File: src/rtl/fp_accumulator.sv
`default_nettype none
// ============================================================================
// Module      : fp_accumulator
// Description : Multi-cycle IEEE-754 single-precision accumulator
//               (IDLE/ALIGN/ADD/NORM/DONE), truncating rounding.
//               Define FP_ACC_SATURATE_EN to saturate on overflow instead of
//               producing infinity.
// Revision    : 1.0 - initial release
// ============================================================================
module fp_accumulator #(
    parameter logic [31:0] ACC_INIT = 32'h0000_0000
) (
    input  logic        clk,
    input  logic        rst,
    input  logic        in_valid,
    output logic        in_ready,
    input  logic [31:0] in_data,
    input  logic        clear,
    output logic [31:0] acc_out,
    output logic        acc_valid,
    output logic        busy,
    output logic [15:0] count
);

    localparam logic [2:0] S_IDLE  = 3'd0;
    localparam logic [2:0] S_ALIGN = 3'd1;
    localparam logic [2:0] S_ADD   = 3'd2;
    localparam logic [2:0] S_NORM  = 3'd3;
    localparam logic [2:0] S_DONE  = 3'd4;
    localparam logic [7:0] c_max_shift = 8'd27;

    logic [2:0]  r_state, w_next_state;
    logic [31:0] r_op, r_acc;
    logic [15:0] r_count;
    logic [26:0] r_big_mant, r_small_mant;
    logic        r_big_sign, r_small_sign;
    logic [9:0]  r_exp;
    logic [27:0] r_sum;
    logic        r_sign;
    logic        w_accept;

    // ---------------- FSM ----------------
    always_ff @(posedge clk) begin
        if (rst) r_state <= S_IDLE;
        else     r_state <= w_next_state;
    end

    always_comb begin
        w_next_state = r_state;
        case (r_state)
            S_IDLE:  if (w_accept) w_next_state = S_ALIGN;
            S_ALIGN: w_next_state = S_ADD;
            S_ADD:   w_next_state = S_NORM;
            S_NORM:  w_next_state = S_DONE;
            S_DONE:  w_next_state = S_IDLE;
            default: w_next_state = S_IDLE;
        endcase
        if (clear) w_next_state = S_IDLE;
    end

    always_comb begin
        in_ready  = (r_state == S_IDLE);
        busy      = (r_state != S_IDLE);
        acc_valid = (r_state == S_DONE);
    end

    assign w_accept = in_valid & in_ready & ~clear;

    // ---------------- ALIGN ----------------
    logic [7:0]  w_acc_exp, w_op_exp, w_diff;
    logic [23:0] w_acc_mant, w_op_mant;
    logic        w_op_big;
    logic [26:0] w_small_ext;

    always_comb begin
        w_acc_exp   = (r_acc[30:23] == 8'd0) ? 8'd1 : r_acc[30:23];
        w_op_exp    = (r_op[30:23]  == 8'd0) ? 8'd1 : r_op[30:23];
        w_acc_mant  = {|r_acc[30:23], r_acc[22:0]};
        w_op_mant   = {|r_op[30:23],  r_op[22:0]};
        w_op_big    = (w_op_exp > w_acc_exp);
        w_diff      = w_op_big ? (w_op_exp - w_acc_exp) : (w_acc_exp - w_op_exp);
        w_small_ext = w_op_big ? {w_acc_mant, 3'b000} : {w_op_mant, 3'b000};
        if (w_diff >= c_max_shift) w_small_ext = 27'd0;
        else                       w_small_ext = w_small_ext >> w_diff;
    end

    // ---------------- ADD ----------------
    logic [27:0] w_add_sum;
    logic        w_add_sign;

    always_comb begin
        if (r_big_sign == r_small_sign) begin
            w_add_sum  = {1'b0, r_big_mant} + {1'b0, r_small_mant};
            w_add_sign = r_big_sign;
        end else if (r_big_mant >= r_small_mant) begin
            w_add_sum  = {1'b0, r_big_mant} - {1'b0, r_small_mant};
            w_add_sign = r_big_sign;
        end else begin
            w_add_sum  = {1'b0, r_small_mant} - {1'b0, r_big_mant};
            w_add_sign = r_small_sign;
        end
        if (w_add_sum == 28'd0) w_add_sign = 1'b0;
    end

    // ---------------- NORM ----------------
    logic [4:0]  w_lz, w_shift;
    logic [9:0]  w_exp_m1, w_norm_exp;
    logic [26:0] w_norm_mant;
    logic [31:0] w_result;
    logic        w_unused_guard;

    always_comb begin
        w_lz = 5'd27;
        for (int i = 0; i < 27; i++) begin
            if (r_sum[i]) w_lz = 5'(26 - i);
        end
        w_exp_m1 = r_exp - 10'd1;
        // Left shift is capped so the exponent never goes below 1 (denormal floor)
        w_shift  = ({5'd0, w_lz} > w_exp_m1) ? w_exp_m1[4:0] : w_lz;
        if (r_sum[27]) begin
            w_norm_mant = r_sum[27:1];
            w_norm_exp  = r_exp + 10'd1;
        end else begin
            w_norm_mant = r_sum[26:0] << w_shift;
            w_norm_exp  = r_exp - {5'd0, w_shift};
        end
        if (!w_norm_mant[26]) w_norm_exp = 10'd0;
        if (w_norm_exp >= 10'd255) begin
`ifdef FP_ACC_SATURATE_EN
            w_result = {r_sign, 8'hFE, 23'h7FFFFF};
`else
            w_result = {r_sign, 8'hFF, 23'h000000};
`endif
        end else begin
            w_result = {r_sign, w_norm_exp[7:0], w_norm_mant[25:3]};
        end
    end

    assign w_unused_guard = ^w_norm_mant[2:0];

    // ---------------- Datapath registers ----------------
    always_ff @(posedge clk) begin
        if (rst) begin
            r_acc        <= ACC_INIT;
            r_count      <= 16'd0;
            r_op         <= 32'd0;
            r_big_mant   <= 27'd0;
            r_small_mant <= 27'd0;
            r_big_sign   <= 1'b0;
            r_small_sign <= 1'b0;
            r_exp        <= 10'd0;
            r_sum        <= 28'd0;
            r_sign       <= 1'b0;
        end else if (clear) begin
            r_acc   <= ACC_INIT;
            r_count <= 16'd0;
        end else begin
            case (r_state)
                S_IDLE: begin
                    if (w_accept) begin
                        r_op    <= in_data;
                        r_count <= r_count + 16'd1;
                    end
                end
                S_ALIGN: begin
                    r_big_mant   <= w_op_big ? {w_op_mant, 3'b000} : {w_acc_mant, 3'b000};
                    r_small_mant <= w_small_ext;
                    r_big_sign   <= w_op_big ? r_op[31] : r_acc[31];
                    r_small_sign <= w_op_big ? r_acc[31] : r_op[31];
                    r_exp        <= {2'b00, (w_op_big ? w_op_exp : w_acc_exp)};
                end
                S_ADD: begin
                    r_sum  <= w_add_sum;
                    r_sign <= w_add_sign;
                end
                S_NORM: r_acc <= w_result;
                default: ;
            endcase
        end
    end

    assign acc_out = r_acc;
    assign count   = r_count;

endmodule
`default_nettype wire

File: config.mk
export PLATFORM = sky130hd
export DESIGN_NAME = fp_accumulator
export DESIGN_NICKNAME = d
export VERILOG_FILES = /design/src/rtl/fp_accumulator.sv
export SDC_FILE = /design/constraint.sdc
export NUM_CORES = 1
export LEC_CHECK = 0
export BUFFER_PORTS_ARGS = -buffer_cell sky130_fd_sc_hd__clkbuf_2
export CAP_MARGIN = 15
export CORE_MARGIN = 2
export CORE_UTILIZATION = 50
export DETAILED_ROUTE_END_ITERATION = 8
export HOLD_SLACK_MARGIN = 0.15
export PLACE_DENSITY = 0.7
export SLEW_MARGIN = 20
export SYNTH_ARGS = -nofsm -noshare
export SYNTH_HDL_FRONTEND = slang
export SYNTH_SLANG_ARGS = --single-unit
File: constraint.sdc
create_clock -name clk -period 5.85 [get_ports clk]
set_input_delay 0.585 -clock clk [delete_from_list [all_inputs] [get_ports clk]]
set_output_delay 0.585 -clock clk [all_outputs]
set_load 0.02 [all_outputs]
; Word-level counts from Yosys, hierarchy flattened
; Index checks and enable logic that the tools add are counted.
[word_totals]
reg_bits = 176
in_bits = 36
word_cells = 96
[op_classes]
n_addsub = 9
order_cmp = 5
eq_ne = 6
shift = 2
n_mux = 48
bitwise = 3
reduce_logical = 12
[ops]
columns = operator, n
row1 = 2-to-1 mux 5 bit, 27
row2 = 2-to-1 mux 27 bit, 4
row3 = 2-to-1 mux 28 bit, 2
row4 = subtractor 27 x 27 -> 28 bit, 2
row5 = 2-to-1 mux 8 bit, 4
row6 = 2-to-1 mux 31 bit, 1
row7 = adder 27 x 27 -> 28 bit, 1
row8 = logical NOT 28 bit, 1
row9 = greater-or-equal comparator 27 bit, 1
row10 = left shift 27 x 5 -> 27 bit, 1
row11 = >> shifter 27 x 8 -> 27 bit, 1
row12 = 2-to-1 mux 10 bit, 2
row13 = "adder 16 x 1 -> 16 bit, second input constant", 1
row14 = logical NOT 8 bit, 2
row15 = OR reduction 8 bit, 2
row16 = subtractor 8 bit, 2
row17 = one-hot mux 3 bit (4 select lines), 1
row18 = "greater-or-equal comparator 10 x 8 -> 1 bit, second input constant", 1
row19 = > comparator 5 x 10 -> 1 bit, 1
row20 = "adder 8 x 1 -> 9 bit, second input constant", 1
row21 = "subtractor 8 x 1 -> 9 bit, second input constant", 1
row22 = subtractor 8 x 5 -> 9 bit, 1
row23 = "greater-or-equal comparator 8 x 5 -> 1 bit, second input constant", 1
row24 = > comparator 8 bit, 1
row25 = 14 further kinds, 23

; Depth between registers and ports, before layout
[depth]
depth_word = 34
depth_mapped = 28
depth_no_buf = 24

; Worst setup path before layout
; Ideal clock, no wire load.
[synth_timing]
path_type = flip-flop to flip-flop
startpoint = reg r_sum[4]
endpoint = reg r_acc[0] (netlist: acc_out[0])
setup_ns = 0.128
arrival_ns = 5.788
setup_slack_ns = -0.066
stages_incl_launch_ff = 28
path_buffers = 4
period_less_slack_ns = 5.916
path_cell_list = dfxtp_1 clkbuf_1 or4_1 a21oi_1 o21ai_0 and3_1 ha_1 nand2_1 o21bai_1 a21o_1 or2_0 buf_2 a31oi_2 inv_2 clkbuf_1 ha_1 nor2b_1 o21ai_0 nand2b_1 a21oi_1 maj3_1 a21boi_1 xor2_1 or3_1 o31a_1 o21ai_1 clkbuf_1 o21ai_0
[synth_via]
elab_chain_len = 30
word_cells_on_any_way = 32
classes_between = add/sub: 1 / order compare: 2 / shift: 1 / mux: 28
[synth_rtl]
columns = element, line_no
row1 = start: declaration, 38  ; logic [27:0] r_sum;
row2 = start signal: assignment, 173  ; r_sum <= w_add_sum;
row3 = 2-to-1 mux 5 bit (23 in a row), 115  ; if (r_sum[i]) w_lz = 5'(26 - i);
row4 = > comparator 5 x 10 -> 1 bit, 119  ; w_shift = ({5'd0, w_lz} > w_exp_m1) ? w_exp_m1[4:0] : w_lz;
row5 = 2-to-1 mux 5 bit, 119
row6 = subtractor 8 x 5 -> 9 bit or left shift 27 x 5 -> 27 bit (tied branches), "125, 124"
row7 = 2-to-1 mux 10 bit or 2-to-1 mux 27 bit (tied branches), 120  ; if (r_sum[27]) begin
row8 = 2-to-1 mux 10 bit, 127  ; if (!w_norm_mant[26]) w_norm_exp = 10'd0;
row9 = greater-or-equal comparator 10 x 8 -> 1 bit, 128  ; if (w_norm_exp >= 10'd255) begin
row10 = 2-to-1 mux 31 bit (*), 128
row11 = end signal: assignment, 176  ; S_NORM: r_acc <= w_result;
row12 = end: declaration, 33  ; logic [31:0] r_op, r_acc;
; Mark *: on every way between the ends. The rest lies on a longest branch, timed or not.
; A chain may end at the register's enable or synchronous reset.

; Worst setup path in the final report
[layout_timing]
startpoint = reg r_sum[4]
endpoint = reg r_acc[3] (netlist: acc_out[3])
; The elaborated chain is that of the path after synthesis.

==> summary.md <==
| Metric | Value |
|---|---|
| I/O pin count | `between 80 and 90` |
| Number of buffers and inverters on the critical path | `3` |
| Min-Delay Endpoint | `r_op[15]` |
| Finished Layout Cells | `roughly 2.5k` |
| FFs w/ async S/R, synth | `0` |
| Peak supply drop | `0.182 mV` |
| Setup crit end kind | `flip-flop` |
| DRC | `0` |
| Compound-Gate Fraction of Synth Area | `0.252` |
| Yosys top cell area share | `0.226` |
| Synth Flop Type | `dfxtp_1` |
| Die ar. | `about 32000 µm²` |
| Cells after DPL | `about 2.4k` |
| Core box area | `~30000 µm²` |
| Syn Nets | `between 2k and 2.5k` |
| Crit path cell chain | `or4_1, a21oi_1, o21ai_0, and3_1, ha_1, nand2_1, o21bai_1, a21o_1, or2_0, mux2_2, inv_2, ha_1, inv_1, fa_1, a21o_1, a21oi_2, a21oi_1, or3_1, o21ai_1, xnor2_2, o31a_1, o21ai_1, buf_6, o21ai_0` |
| Share of layout cells above drive strength 1 | `0.126` |
| First-pass GRT wire length | `roughly 83 mm` |
| Hold Startpoint | `in_data[15]` |
| Slowest stage cell, crit path | `or4_1` |
| Chip Height | `179 µm` |
| Max clock buf depth | `2` |
| Vias per cell | `between 6 and 7` |
| Initial antenna violation count | `1` |
| Skew-Pair Late Insertion Delay | `between 0.4 and 0.5 ns` |
| Final wirelength | `between 50 and 60 mm` |
| Clock Skew | `0.0141 ns` |
| Post-synth EDFFs | `0` |
| Worst R2R Path Depth | `24` |
| Critical Path Max Stage Delay | `0.56 ns` |
| Yosys warning total | `0` |
| Mean Syn Cell Area | `around 7.5 µm²` |
| Hold depth | `3` |
| Critical path launch point type | `flip-flop` |
| CTS H-tree depth | `4` |
| Area grow syn2layout | `10.1%` |
| Fmax | `roughly 0.18 GHz` |
| Vias | `between 15k and 20k` |
| Largest family of logic cells by synthesized area | `compound AO/OA/AOI/OAI gates` |
| Worst path arrival time | `5.90 ns` |
| RR Endpoint | `acc_out[3]` |
| Gp weighted congestion | `between 1 and 1.5` |
| Reg2reg setup slack | `0.24 ns` |
| Final period util | `0.960` |
| Synth area leaders | `dfxtp_1, ha_1, mux2i_1` |
| Simple logic cell fraction of the synthesized area | `0.217` |
| XOR/XNOR share of the synthesized area | `0.0315` |
| Total global-route track usage | `0.335` |
| Max Cap Viol | `0` |
| Clock Pin Slew Worst Setup and Hold Paths | `roughly 0.07 ns` |
| Postcts setup bufs | `0` |
| Cell variety after synth | `between 90 and 100` |
| Seq cells post-synth | `between 150 and 200` |
| Setup violation total in the final timing report | `0` |
| Placed Area | `between 15000 and 20000 µm²` |
| Final Max Tran Viols | `0` |
| Final TNS setup | `0 ns` |
| Post-CTS Hold Buffers | `0` |
| Kind of critical path | `flip-flop to flip-flop` |
| Hold Vio Cnt, Final | `0` |
| Cell Pwr Density | `between 200 and 250 nW/µm²` |
| Worst Path Max Fanout | `23` |
| Antenna cell count | `0` |
| Rows | `64` |
| CTS root buffer | `clkbuf_16` |
| Initial Util | `0.504` |
| HPWL after DPL | `42.4 mm` |
| Buffers on Ports | `between 80 and 90` |
| Post-synthesis adder-cell area fraction | `0.0890` |
| Pin count of the biggest net entering global routing | `84` |
| FF-to-FF Start | `r_sum[4]` |
| Synth area leader | `dfxtp_1` |
| Initial DRC count | `1883` |
| CP Data Required Time | `roughly 6 ns` |
| Top delay family on crit path | `compound AO/OA/AOI/OAI gates` |
| Post-synthesis mux area share | `0.117` |
| Gate Count Post-Synth | `a little over 2k` |
| Total congestion overflow | `0` |
| TritonRoute pass-1 iters | `6` |
| Final ANT Viol Nets | `0` |
| Relative slew slack | `0.323` |
| Worst Max-Slew Pin Slew | `1.02 ns` |
| Worst hold path class | `input pin to flip-flop` |
| Final instance area | `roughly 17000 µm²` |
| Resized Gates After CTS | `0` |
| Pleak | `6.67 nW` |
| Sink Count | `about 170` |
| Post-route minimum period | `5.61 ns` |
| Final Net Count | `between 2k and 2.5k` |
| Syn Std Cell Area | `around 15000 µm²` |
| Number of global-route vias before repair | `14.4k` |
| Routed WL per cell | `~22 µm` |
| CTS Buf Count | `17` |
| TritonCTS clock tree | `done` |
| Die X | `~180 µm` |
| Sequential share of the synthesized area | `0.226` |
| Status | `finished clean` |
## cell type report
type	instances	area (µm²)
fill	2901	13500
multi-input combinational	1605	11000
sequential	173	3460
timing repair buffer	146	903
tap	396	495
clock buffer	20	457
inverter	110	413
clock inverter	12	160
## cell usage in the layout (no fill, tap or decap), types with 9 or more instances in the layout
cell,netlist,layout
and2_1,13,13
a22oi_1,22,22
o21bai_1,18,18
a31oi_1,17,17
o21a_1,13,13
clkbuf_16,0,17
xor2_1,24,23
buf_4,4,58
xnor2_1,31,27
a211oi_1,53,53
mux2i_1,124,122
nor2_1,174,172
o31ai_1,18,18
nand3_1,42,42
inv_1,105,105
clkbuf_2,0,85
nand4_1,16,16
nor2b_1,19,18
o22ai_1,17,17
ha_1,100,100
mux2_2,15,15
or4_1,9,9
a21o_1,21,21
a32oi_1,10,10
o21ai_0,85,84
a311oi_1,14,14
dfxtp_1,173,173
nor3_1,55,54
nand2_1,288,288
a21oi_1,163,162
o211ai_1,14,14
or3_1,18,18
nor4_1,21,20
nand2b_1,14,14
and3_1,13,13
mux4_2,17,17
## cells by family (layout without fill, tap and decap cells)
group / count (synthesis) / after routing
buf+inv: 258 / 288
compound gates: 567 / 567
mux: 156 / 156
xor+xnor: 55 / 55
fa+ha+maj: 106 / 106
simple gates: 721 / 721
flops: 173 / 173
## sequential cells by signal, indices dropped and copies added, names as in the netlist
register	count
r_big_mant	24
count	16
r_sign	1
r_state	3
r_sum	28
r_small_mant	27
r_exp	8
r_small_sign	1
acc_out	32
r_big_sign	1
r_op	32
## cell usage after synthesis, drive strengths merged, types with 13 or more instances
| cell | number |
|---|---|
| o21bai | 18 |
| a311oi | 14 |
| o31ai | 19 |
| and2 | 13 |
| a31oi | 18 |
| a211oi | 53 |
| dfxtp | 173 |
| mux4 | 17 |
| xor2 | 24 |
| nor2b | 19 |
| a21o | 21 |
| xnor2 | 31 |
| nor2 | 174 |
| nand2b | 14 |
| nand2 | 288 |
| a21oi | 167 |
| nand4 | 17 |
| clkbuf | 120 |
| o21ai | 94 |
| o211ai | 14 |
| mux2i | 124 |
| or3 | 19 |
| nor3 | 55 |
| nand3 | 42 |
| o21a | 13 |
| mux2 | 15 |
| ha | 100 |
| and3 | 13 |
| a22oi | 22 |
| buf | 28 |
| o22ai | 17 |
| inv | 108 |
| nor4 | 22 |
## worst max-delay path by stage
stage | from | end | slack (ns) | cells past startpoint
2_1_floorplan | r_sum[4] | acc_out[0] | 0.07 | 27
3_5_place_dp | r_sum[4] | acc_out[22] | 0.17 | 24
6_report | r_sum[4] | acc_out[3] | 0.24 | 24
4_1_cts | r_sum[4] | acc_out[22] | 0.11 | 24
3_3_place_gp | r_sum[4] | acc_out[22] | 0.35 | 24
5_1_grt | r_sum[4] | acc_out[3] | -0.02 | 24
## through the flow
step / util / worst slack, ns / hold slack [ns] / total power [W]
final: 0.555 / 0.235 / 0.364 / 0.00387
after global routing: 0.555 / -0.0172 / 0.361 / 0.00402
after CTS: 0.553 / 0.105 / 0.351 / 0.00383
after detailed placement: 0.532 / 0.173 / 0.464 / 0.00265
after global placement: 0.532 / 0.353 / 0.456 / 0.00265
after floorplan: - / 0.0653 / 0.445 / 0.00226
## worst min-delay path, cell delays in order
cell and delay (ns):
clkbuf_2 0.08, nand2_1 0.04, a21oi_1 0.05
## power breakdown
part | leakage (nW) | switching [W] | internal [W]
clock network | 0.301 | 0.000491 | 0.000699
registers | 1.40 | 0.0000320 | 0.00120
logic | 4.97 | 0.000915 | 0.000532
total | 6.67 | 0.00144 | 0.00243
## routing by layer
layer	GRT usage	routed length [µm]
met3	0.0503	4300
met4	0.127	2020
met5	0	13
met2	0.531	24600
met1	0.458	23200
Power figures use the tool's default switching activity.
